## src/rtl/pong_pkg.sv

```systemverilog
// Shared constants for the pong datapath: direction bit meanings,
// default playfield size and the ball FSM state encoding.
package pong_pkg;

  localparam logic RIGHT = 1'b0;
  localparam logic LEFT  = 1'b1;
  localparam logic UP    = 1'b1;
  localparam logic DOWN  = 1'b0;

  localparam int GAME_WIDTH_DEF  = 40;
  localparam int GAME_HEIGHT_DEF = 30;

  typedef enum logic {
    IDLE = 1'b0,
    RUN  = 1'b1
  } state_t;

endpackage

```

## src/rtl/step_timer.sv

```systemverilog
// Step-period counter for the ball; emits a one-cycle due strobe each period.
// Optional BALL_SPEEDUP_EN: the period shrinks by 1/8 on every left/right wall hit.
module step_timer #(
  parameter int BALL_SPEED = 1250000
) (
  input  logic clk,
  input  logic rst,
  input  logic run,
  input  logic hit_lr,
  output logic due
);

  localparam int PW = $clog2(BALL_SPEED + 1);

  logic [PW-1:0] count;
  logic [PW-1:0] period;

`ifdef BALL_SPEEDUP_EN
  localparam logic [PW-1:0] FLOOR = PW'(BALL_SPEED >> 2);

  logic [PW-1:0] shrunk;

  always_comb begin
    shrunk = period - (period >> 3);
    if (shrunk < FLOOR) shrunk = FLOOR;
  end

  // hit_lr arrives the cycle after the step, so the new period governs the next interval
  always_ff @(posedge clk or posedge rst) begin
    if (rst)         period <= PW'(BALL_SPEED);
    else if (!run)   period <= PW'(BALL_SPEED);
    else if (hit_lr) period <= shrunk;
  end
`else
  logic unused_hit;

  assign period     = PW'(BALL_SPEED);
  assign unused_hit = hit_lr;
`endif

  assign due = run && (count == period - PW'(1));

  always_ff @(posedge clk or posedge rst) begin
    if (rst)              count <= '0;
    else if (!run || due) count <= '0;
    else                  count <= count + PW'(1);
  end

endmodule

```

## src/rtl/ball_motion.sv

```systemverilog
// Moves the ball one tile per step period inside the playfield and raises
// wall-hit pulses. Optional BALL_SPEEDUP_EN is handled inside step_timer.
module ball_motion
  import pong_pkg::*;
#(
  parameter int GAME_WIDTH  = GAME_WIDTH_DEF,
  parameter int GAME_HEIGHT = GAME_HEIGHT_DEF,
  parameter int BALL_SPEED  = 1250000,
  parameter int START_X     = 20,
  parameter int START_Y     = 15
) (
  input  logic                           i_Clk,
  input  logic                           i_Reset,
  input  logic                           i_Game_Active,
  input  logic                           i_HDir,
  input  logic                           i_VDir,
  output logic [$clog2(GAME_WIDTH)-1:0]  o_Ball_X,
  output logic [$clog2(GAME_HEIGHT)-1:0] o_Ball_Y,
  output logic                           o_Step,
  output logic                           o_Hit_Left,
  output logic                           o_Hit_Right,
  output logic                           o_Hit_Top,
  output logic                           o_Hit_Bottom
);

  localparam int XW = $clog2(GAME_WIDTH);
  localparam int YW = $clog2(GAME_HEIGHT);

  state_t          state, next_state;
  logic            run, due;
  logic [XW-1:0]   x_next;
  logic [YW-1:0]   y_next;
  logic            hit_l, hit_r, hit_t, hit_b;

  // dropping i_Game_Active stops the timer in the same cycle, suppressing a due step
  assign run = (state == RUN) && i_Game_Active;

  step_timer #(
    .BALL_SPEED(BALL_SPEED)
  ) u_step_timer (
    .clk    (i_Clk),
    .rst    (i_Reset),
    .run    (run),
    .hit_lr (o_Hit_Left | o_Hit_Right),
    .due    (due)
  );

  always_ff @(posedge i_Clk or posedge i_Reset) begin
    if (i_Reset) state <= IDLE;
    else         state <= next_state;
  end

  always_comb begin
    next_state = state;
    case (state)
      IDLE:    if (i_Game_Active)  next_state = RUN;
      RUN:     if (!i_Game_Active) next_state = IDLE;
      default: next_state = IDLE;
    endcase
  end

  always_comb begin
    x_next = o_Ball_X;
    y_next = o_Ball_Y;
    hit_l  = 1'b0;
    hit_r  = 1'b0;
    hit_t  = 1'b0;
    hit_b  = 1'b0;
    if (i_HDir == LEFT) begin
      if (o_Ball_X == '0) hit_l = 1'b1;
      else                x_next = o_Ball_X - XW'(1);
    end else begin
      if (o_Ball_X == XW'(GAME_WIDTH - 1)) hit_r = 1'b1;
      else                                 x_next = o_Ball_X + XW'(1);
    end
    if (i_VDir == UP) begin
      if (o_Ball_Y == '0) hit_t = 1'b1;
      else                y_next = o_Ball_Y - YW'(1);
    end else begin
      if (o_Ball_Y == YW'(GAME_HEIGHT - 1)) hit_b = 1'b1;
      else                                  y_next = o_Ball_Y + YW'(1);
    end
  end

  always_ff @(posedge i_Clk or posedge i_Reset) begin
    if (i_Reset) begin
      o_Ball_X     <= XW'(START_X);
      o_Ball_Y     <= YW'(START_Y);
      o_Step       <= 1'b0;
      o_Hit_Left   <= 1'b0;
      o_Hit_Right  <= 1'b0;
      o_Hit_Top    <= 1'b0;
      o_Hit_Bottom <= 1'b0;
    end else begin
      o_Step       <= 1'b0;
      o_Hit_Left   <= 1'b0;
      o_Hit_Right  <= 1'b0;
      o_Hit_Top    <= 1'b0;
      o_Hit_Bottom <= 1'b0;
      if (!run) begin
        o_Ball_X <= XW'(START_X);
        o_Ball_Y <= YW'(START_Y);
      end else if (due) begin
        o_Ball_X     <= x_next;
        o_Ball_Y     <= y_next;
        o_Step       <= 1'b1;
        o_Hit_Left   <= hit_l;
        o_Hit_Right  <= hit_r;
        o_Hit_Top    <= hit_t;
        o_Hit_Bottom <= hit_b;
      end
    end
  end

endmodule

```

## config.mk

```make
export PLATFORM = sky130hd
export DESIGN_NAME = ball_motion
export DESIGN_NICKNAME = d
export VERILOG_FILES = /design/src/rtl/pong_pkg.sv /design/src/rtl/step_timer.sv /design/src/rtl/ball_motion.sv
export SDC_FILE = /design/constraint.sdc
export NUM_CORES = 1
export LEC_CHECK = 0
export ABC_CLOCK_PERIOD_IN_PS = 4000
export CAP_MARGIN = 20
export CELL_PAD_IN_SITES_DETAIL_PLACEMENT = 1
export CELL_PAD_IN_SITES_GLOBAL_PLACEMENT = 2
export CORE_AREA = 2 2 75 77
export CTS_BUF_LIST = sky130_fd_sc_hd__clkbuf_8
export CTS_CLUSTER_DIAMETER = 200
export DETAILED_ROUTE_END_ITERATION = 8
export DIE_AREA = 0 0 77 79
export PLACE_DENSITY_LB_ADDON = 0.12
export SLEW_MARGIN = 5
export SYNTH_ARGS = -nofsm -noshare
export SYNTH_HDL_FRONTEND = slang
export SYNTH_SLANG_ARGS = --single-unit
```

## constraint.sdc

```tcl
create_clock -name i_Clk -period 4 [get_ports i_Clk]
set_clock_uncertainty 0.05 [all_clocks]
set_input_delay 0.8 -clock i_Clk [delete_from_list [all_inputs] [get_ports i_Clk]]
set_output_delay 0.8 -clock i_Clk [all_outputs]
set_load 0.1 [all_outputs]
```

* Yosys cells after proc, flatten, opt, wreduce, memory -nomap -nowiden *
Index checks and enable logic that the tools add are counted.

operators by class
  add/sub/neg operators = 5
  equality and inequality tests = 8
  muxes and demuxes = 30
  reduce and logical (&&, ||, !) cells = 8

operators with widths
  cell                                                                 count
  6-bit two-way mux                                                    5
  5-bit two-way mux                                                    5
  21-bit by 1-bit adder with 21-bit output (second input constant)     1
  21-bit equality test (second input constant)                         1
  21-bit two-way mux                                                   1
  1-bit two-way mux                                                    19
  3-bit inequality test (second input constant)                        4
  6-bit by 1-bit adder with 6-bit output (second input constant)       1
  6-bit equality test (second input constant)                          1
  6-bit logical NOT                                                    1
  3-bit AND reduction                                                  2
  6-bit by 1-bit subtractor with 6-bit output (second input constant)  1
  5-bit by 1-bit adder with 5-bit output (second input constant)       1
  5-bit equality test (second input constant)                          1
  5-bit logical NOT                                                    1
  5-bit by 1-bit subtractor with 5-bit output (second input constant)  1
  1-bit logical AND                                                    2
  2-bit inequality test (second input constant)                        1
  1-bit logical NOT                                                    1
  1-bit logical OR                                                     1

word-level totals
  flip-flop bits (word level) = 38
  bits of input ports = 5
  output and inout bits = 16
  logic and storage cells = 60

* Depth between registers and ports, before layout *
  word-level depth = 5
  mapped depth = 8
  depth with buffers taken out = 6

* By module *
Synthesis repeated with hierarchy kept, for this count alone.

unflattened totals
  cells, all modules = 202
  area, all modules = 2084.5 sq um

by module, submodules not included
  module       times used  cells each  area each (sq um)  seq. area each (sq um)
  step_timer   1           108         1064.8             525.5
  ball_motion  1           94          1019.7             432.9

* Least setup slack after synthesis *
Ideal clock, no wire load.

  path type = register to register
  from = register o_Ball_X[1]
  to = register o_Ball_X[5]
  setup time = 131 ps
  arrival = 2254 ps
  data required time = 3819 ps
  setup slack = 1565 ps
  stages on the path, launching flop included = 7
  buffers on the path = 0
  period minus slack after synthesis = 2435 ps
  cells stage by stage = dfrtp_1 ha_1 a211oi_1 nor4b_1 a2111oi_0 a211oi_1 mux2i_1

between the ends
  cells in the longest elaborated chain, start to end = 5
  elaborated cells on any way between the ends = 12
  those cells by class = 2 x add/sub; 3 x eq/ne; 5 x mux; 2 x reduce/logical

ends and longest elaborated chain
  what                                                                                                   line                                  text
  from (decl)                                                                                            ball_motion.sv:17                     output logic [$clog2(GAME_WIDTH)-1:0] o_Ball_X,
  from (signal assigned)                                                                                 ball_motion.sv:87                     o_Ball_X <= XW'(START_X);
  from (signal assigned)                                                                                 ball_motion.sv:101                    o_Ball_X <= XW'(START_X);
  from (signal assigned)                                                                                 ball_motion.sv:104                    o_Ball_X <= x_next;
  6-bit by 1-bit adder with 6-bit output or 6-bit by 1-bit subtractor with 6-bit output (tied branches)  ball_motion.sv:74, ball_motion.sv:71
  6-bit two-way mux, on equally long branches                                                            ball_motion.sv:73, ball_motion.sv:70
  6-bit two-way mux                                                                                      ball_motion.sv:69                     if (i_HDir == LEFT) begin
  6-bit two-way mux                                                                                      ball_motion.sv:103                    end else if (due) begin
  6-bit two-way mux                                                                                      ball_motion.sv:100                    if (!run) begin

Parallel ways exist; a longest one is shown, timed or not. The select of a mux whose other input is x is not followed.
A chain may end at the register's enable or synchronous reset.

* Worst setup path in the final report *
  from = register o_Ball_Y[1]
  to = output port o_Ball_Y[1]

RTL lines
  what                    line                text
  from (decl)             ball_motion.sv:18   output logic [$clog2(GAME_HEIGHT)-1:0] o_Ball_Y,
  from (signal assigned)  ball_motion.sv:88   o_Ball_Y <= YW'(START_Y);
  from (signal assigned)  ball_motion.sv:102  o_Ball_Y <= YW'(START_Y);
  from (signal assigned)  ball_motion.sv:105  o_Ball_Y <= y_next;

No word-level cell between the ends.

==> impl_summary.txt <==
----------------------------------------------------
[STA]
  Minimum clock period ... 2.90 ns
  Final Hold Fails ... 0
  Unrepaired setup endpoints after global routing ... no
  Max-slew headroom ... 0.344
  Final Setup Violations ... 0
  F_max ... 0.344 GHz
  Worst Hold Slack ... 0.412 ns
  Max-slew violation total from the final report ... 0
  Transition time of the tightest slew-check pin ... 0.981 ns
  Period utilization ... 0.726
  Setup TNS ... 0 ns

[Drt]
  DRT antenna net count ... 0
  Total DRC errors in the routed layout ... 0
  Routed via count ... 1577
  DR WL/cell ... 15.7 um
  Total Routed Length ... 4.74 mm
  Length of the first detailed-routing pass in iterations ... 4
  Starting DRC count in detailed routing ... 46
  Vias per std cell ... 5.24

[Synthesis]
  Gate Count Post-Synth ... 205
  EDFF count, synth ... 0
  Library cell occupying the most area in the post-synthesis netlist ... dfrtp_1
  Ys async rst share ... 1.00
  Yosys cell types ... 44
  Synth Area per Inst ... 10.3 um^2
  Yosys warning count ... 0
  Top area cells in the synthesized netlist ... dfrtp_1 (38%), dfstp_2 (7.5%), xnor2_1 (6.2%)
  Portion of the post-synthesis area used by sequential elements ... 0.454
  Post-synth net total ... 220
  Post-Synthesis Cell Area ... 2110 um^2
  Top cell type's share of synthesized area ... 0.379
  Flop and latch count out of synthesis ... 38
  Leading register cell type out of synthesis ... dfrtp_1

[Global route]
  Initial antenna violation count ... 0
  Global-route congestion overflow total ... 0
  Global routing usage on met3 ... 0.0398
  Total global routing track utilization ... 0.173
  Met2 global-route usage ... 0.303
  Met1 capacity usage during global routing ... 0.211
  Global-route wire length before repair ... 8.47 mm
  Largest net degree at the start of global routing ... 39
  Vias in the first global route ... 1736
  Global routing's busiest layer ... met2

[Setup path]
  Kind of cell with the highest combined delay on the critical path ... buffers and inverters
  Crit path capture type ... primary output
  Top fanout value on the critical path ... 7
  Master of the slowest instance on the critical path ... clkdlybuf4s50_1
  Source of the critical timing path ... o_Ball_Y[1]
  Reg-to-reg critical path startpoint ... u_step_timer.count[0]
  Critical Path, Cell by Cell ... clkdlybuf4s50_1
  Number of buffer and inverter stages on the critical path ... 1
  Peak per-stage delay on the critical path ... 1.15 ns
  Startpoint-to-endpoint class of the critical path ... reg2out
  Arrival time at the worst endpoint ... 2.05 ns
  Crit start category ... flop
  Required time worst endpoint ... 3.15 ns

[Clock tree]
  CTS Buffer Depth ... 2
  TritonCTS clock tree ... yes
  Count of clock tree sinks ... 38
  Post-CTS Resized ... 0
  Number of buffers inserted by hold repair at cts ... 0
  Number of setup buffers added after CTS ... 0
  Source-to-sink clock delay at the later pin of the worst-skew pair ... 0.29 ns
  Maximum level of the CTS H-tree ... 2
  CTS buffer count ... 5
  CTS root buffer ... clkbuf_8
  Clock transition at the registers of the reported paths ... 0.08 ns

[Job]
  Count of maximum capacitance violations ... 0

[Power and ir drop]
  Total power density per cell area ... 289 nW/um^2
  Static Leak ... 0.963 nW
  Peak supply drop ... 0.144 mV

[Floorplanning]
  I/O pin count ... 21
  Std-Cell Rows ... 27
  Effective utilization at floorplan ... 0.395
  Die W ... 77 um
  Die Area ... 6080 um^2
  Vertical die dimension ... 79 um
  Core outline area ... 5340 um^2

[Place]
  Count of port buffers added during placement ... 20
  Final HPWL DP ... 3.49 mm
  Routability-driven placement congestion ratio ... 0.797
  Standard cell area after detailed placement ... 2370 um^2

[Outcome]
  Outcome ... finished clean

[Final layout]
  Nets ... 243
  Final design instance area without fill ... 2470 um^2
  Post-route core utilization ... 0.463
  Number of fill cells ... 626
  Share of cells above drive strength 1 ... 0.100
  Layout area overhead ... 17.0%
  Ant diodes ... 0

[Hold path]
  Classification of the worst-slack hold path ... reg2reg
  Hold Path Origin ... u_step_timer.count[0]

----------------------------------------------------
==> state kept, by name, indices dropped and copies added, names as in the netlist <==
| name | flops |
|---|---|
| o_Hit_Right | 1 |
| o_Step | 1 |
| o_Hit_Left | 1 |
| o_Ball_Y | 5 |
| o_Hit_Bottom | 1 |
| state | 1 |
| o_Hit_Top | 1 |
| u_step_timer.count | 21 |
| o_Ball_X | 6 |
==> final cells by class <==
| cell class | count | area [um^2] | share of cell area |
|---|---|---|---|
| timing repair buffer | 21 | 208 | 0.0841 |
| tap | 72 | 90.1 | 0.0365 |
| inverter | 7 | 26.3 | 0.0106 |
| clock buffer | 6 | 82.6 | 0.0334 |
| multi-input combinational | 155 | 1090 | 0.442 |
| clock inverter | 2 | 12.5 | 0.00507 |
| sequential | 38 | 958 | 0.388 |
==> cells in the final DEF, fill, tap and decap left out, types with 2 or more instances in the layout <==
master	Yosys	layout
nor2_1	33	33
dfrtp_1	32	32
clkdlybuf4s50_1	0	20
xnor2_1	15	15
nand2_1	14	14
xor2_1	11	11
ha_1	8	8
inv_1	7	7
mux2i_1	6	6
nand3_1	6	6
nor3_1	6	6
clkbuf_8	0	6
dfstp_2	6	6
a21oi_1	5	5
nand4_1	5	5
a21o_1	4	4
nor4_1	4	4
and3_1	3	3
a211oi_1	3	3
o22a_1	3	3
and2_1	2	2
or3_1	2	2
and4_1	2	2
nand3b_1	2	2
fa_1	2	2
==> kinds of logic (layout without fill, tap and decap cells) <==
group | Yosys count | in the layout | share of synthesized area
simple gates | 91 | 91 | 0.229
flops | 38 | 38 | 0.454
xor+xnor | 26 | 26 | 0.108
compound gates | 21 | 21 | 0.0806
buf+inv | 12 | 36 | 0.0285
fa+ha+maj | 10 | 10 | 0.0664
mux | 7 | 7 | 0.0338
==> power breakdown <==
| part | total (mW) | switching, mW | internal [mW] |
|---|---|---|---|
| Clock | 0.282 | 0.143 | 0.139 |
| Sequential | 0.386 | 0.000880 | 0.386 |
| Combinational | 0.0457 | 0.0297 | 0.0160 |
==> metal layers <==
metal | up-vias | wire length, um
met4 | 0 | 85
met3 | 12 | 129
met1 | 783 | 2100
met2 | 24 | 2430
li1 | 758 | -
met5 | - | 0
==> synthesized netlist by cell type, drive strengths merged (3+ instances only) <==
master and number:
a211oi 3, a21o 4, a21oi 5, and3 4, clkbuf 3, dfrtp 32
dfstp 6, ha 8, inv 7, mux2i 6, nand2 14, nand3 7
nand4 5, nor2 33, nor3 6, nor4 4, o22a 3, xnor2 15
xor2 11
==> per-stage QoR <==
step / setup WS (ns) / std cells / power (mW)
after floorplan: 1.56 / 205 / 0.424
after global placement: 0.945 / 293 / 0.437
after detailed placement: 0.861 / 293 / 0.440
after CTS: 1.08 / 301 / 0.724
after global routing: 0.986 / 301 / 0.744
final: 1.10 / 301 / 0.714
==> path summary, 6_finish.rpt <==
kind | to | slack [ns] | depth (start not counted)
worst max register to register | u_step_timer.count[2] | 1.52 | 6
worst max-delay path | o_Ball_Y[1] | 1.10 | 1
worst min-delay path | u_step_timer.count[0] | 0.41 | 1
worst min register to register | u_step_timer.count[0] | 0.41 | 1
min in group asynchronous | u_step_timer.count[1] | 0.87 | 3
max in group asynchronous | o_Ball_X[2] | 2.67 | 3
No activity file was read; power rests on OpenSTA's default activity.
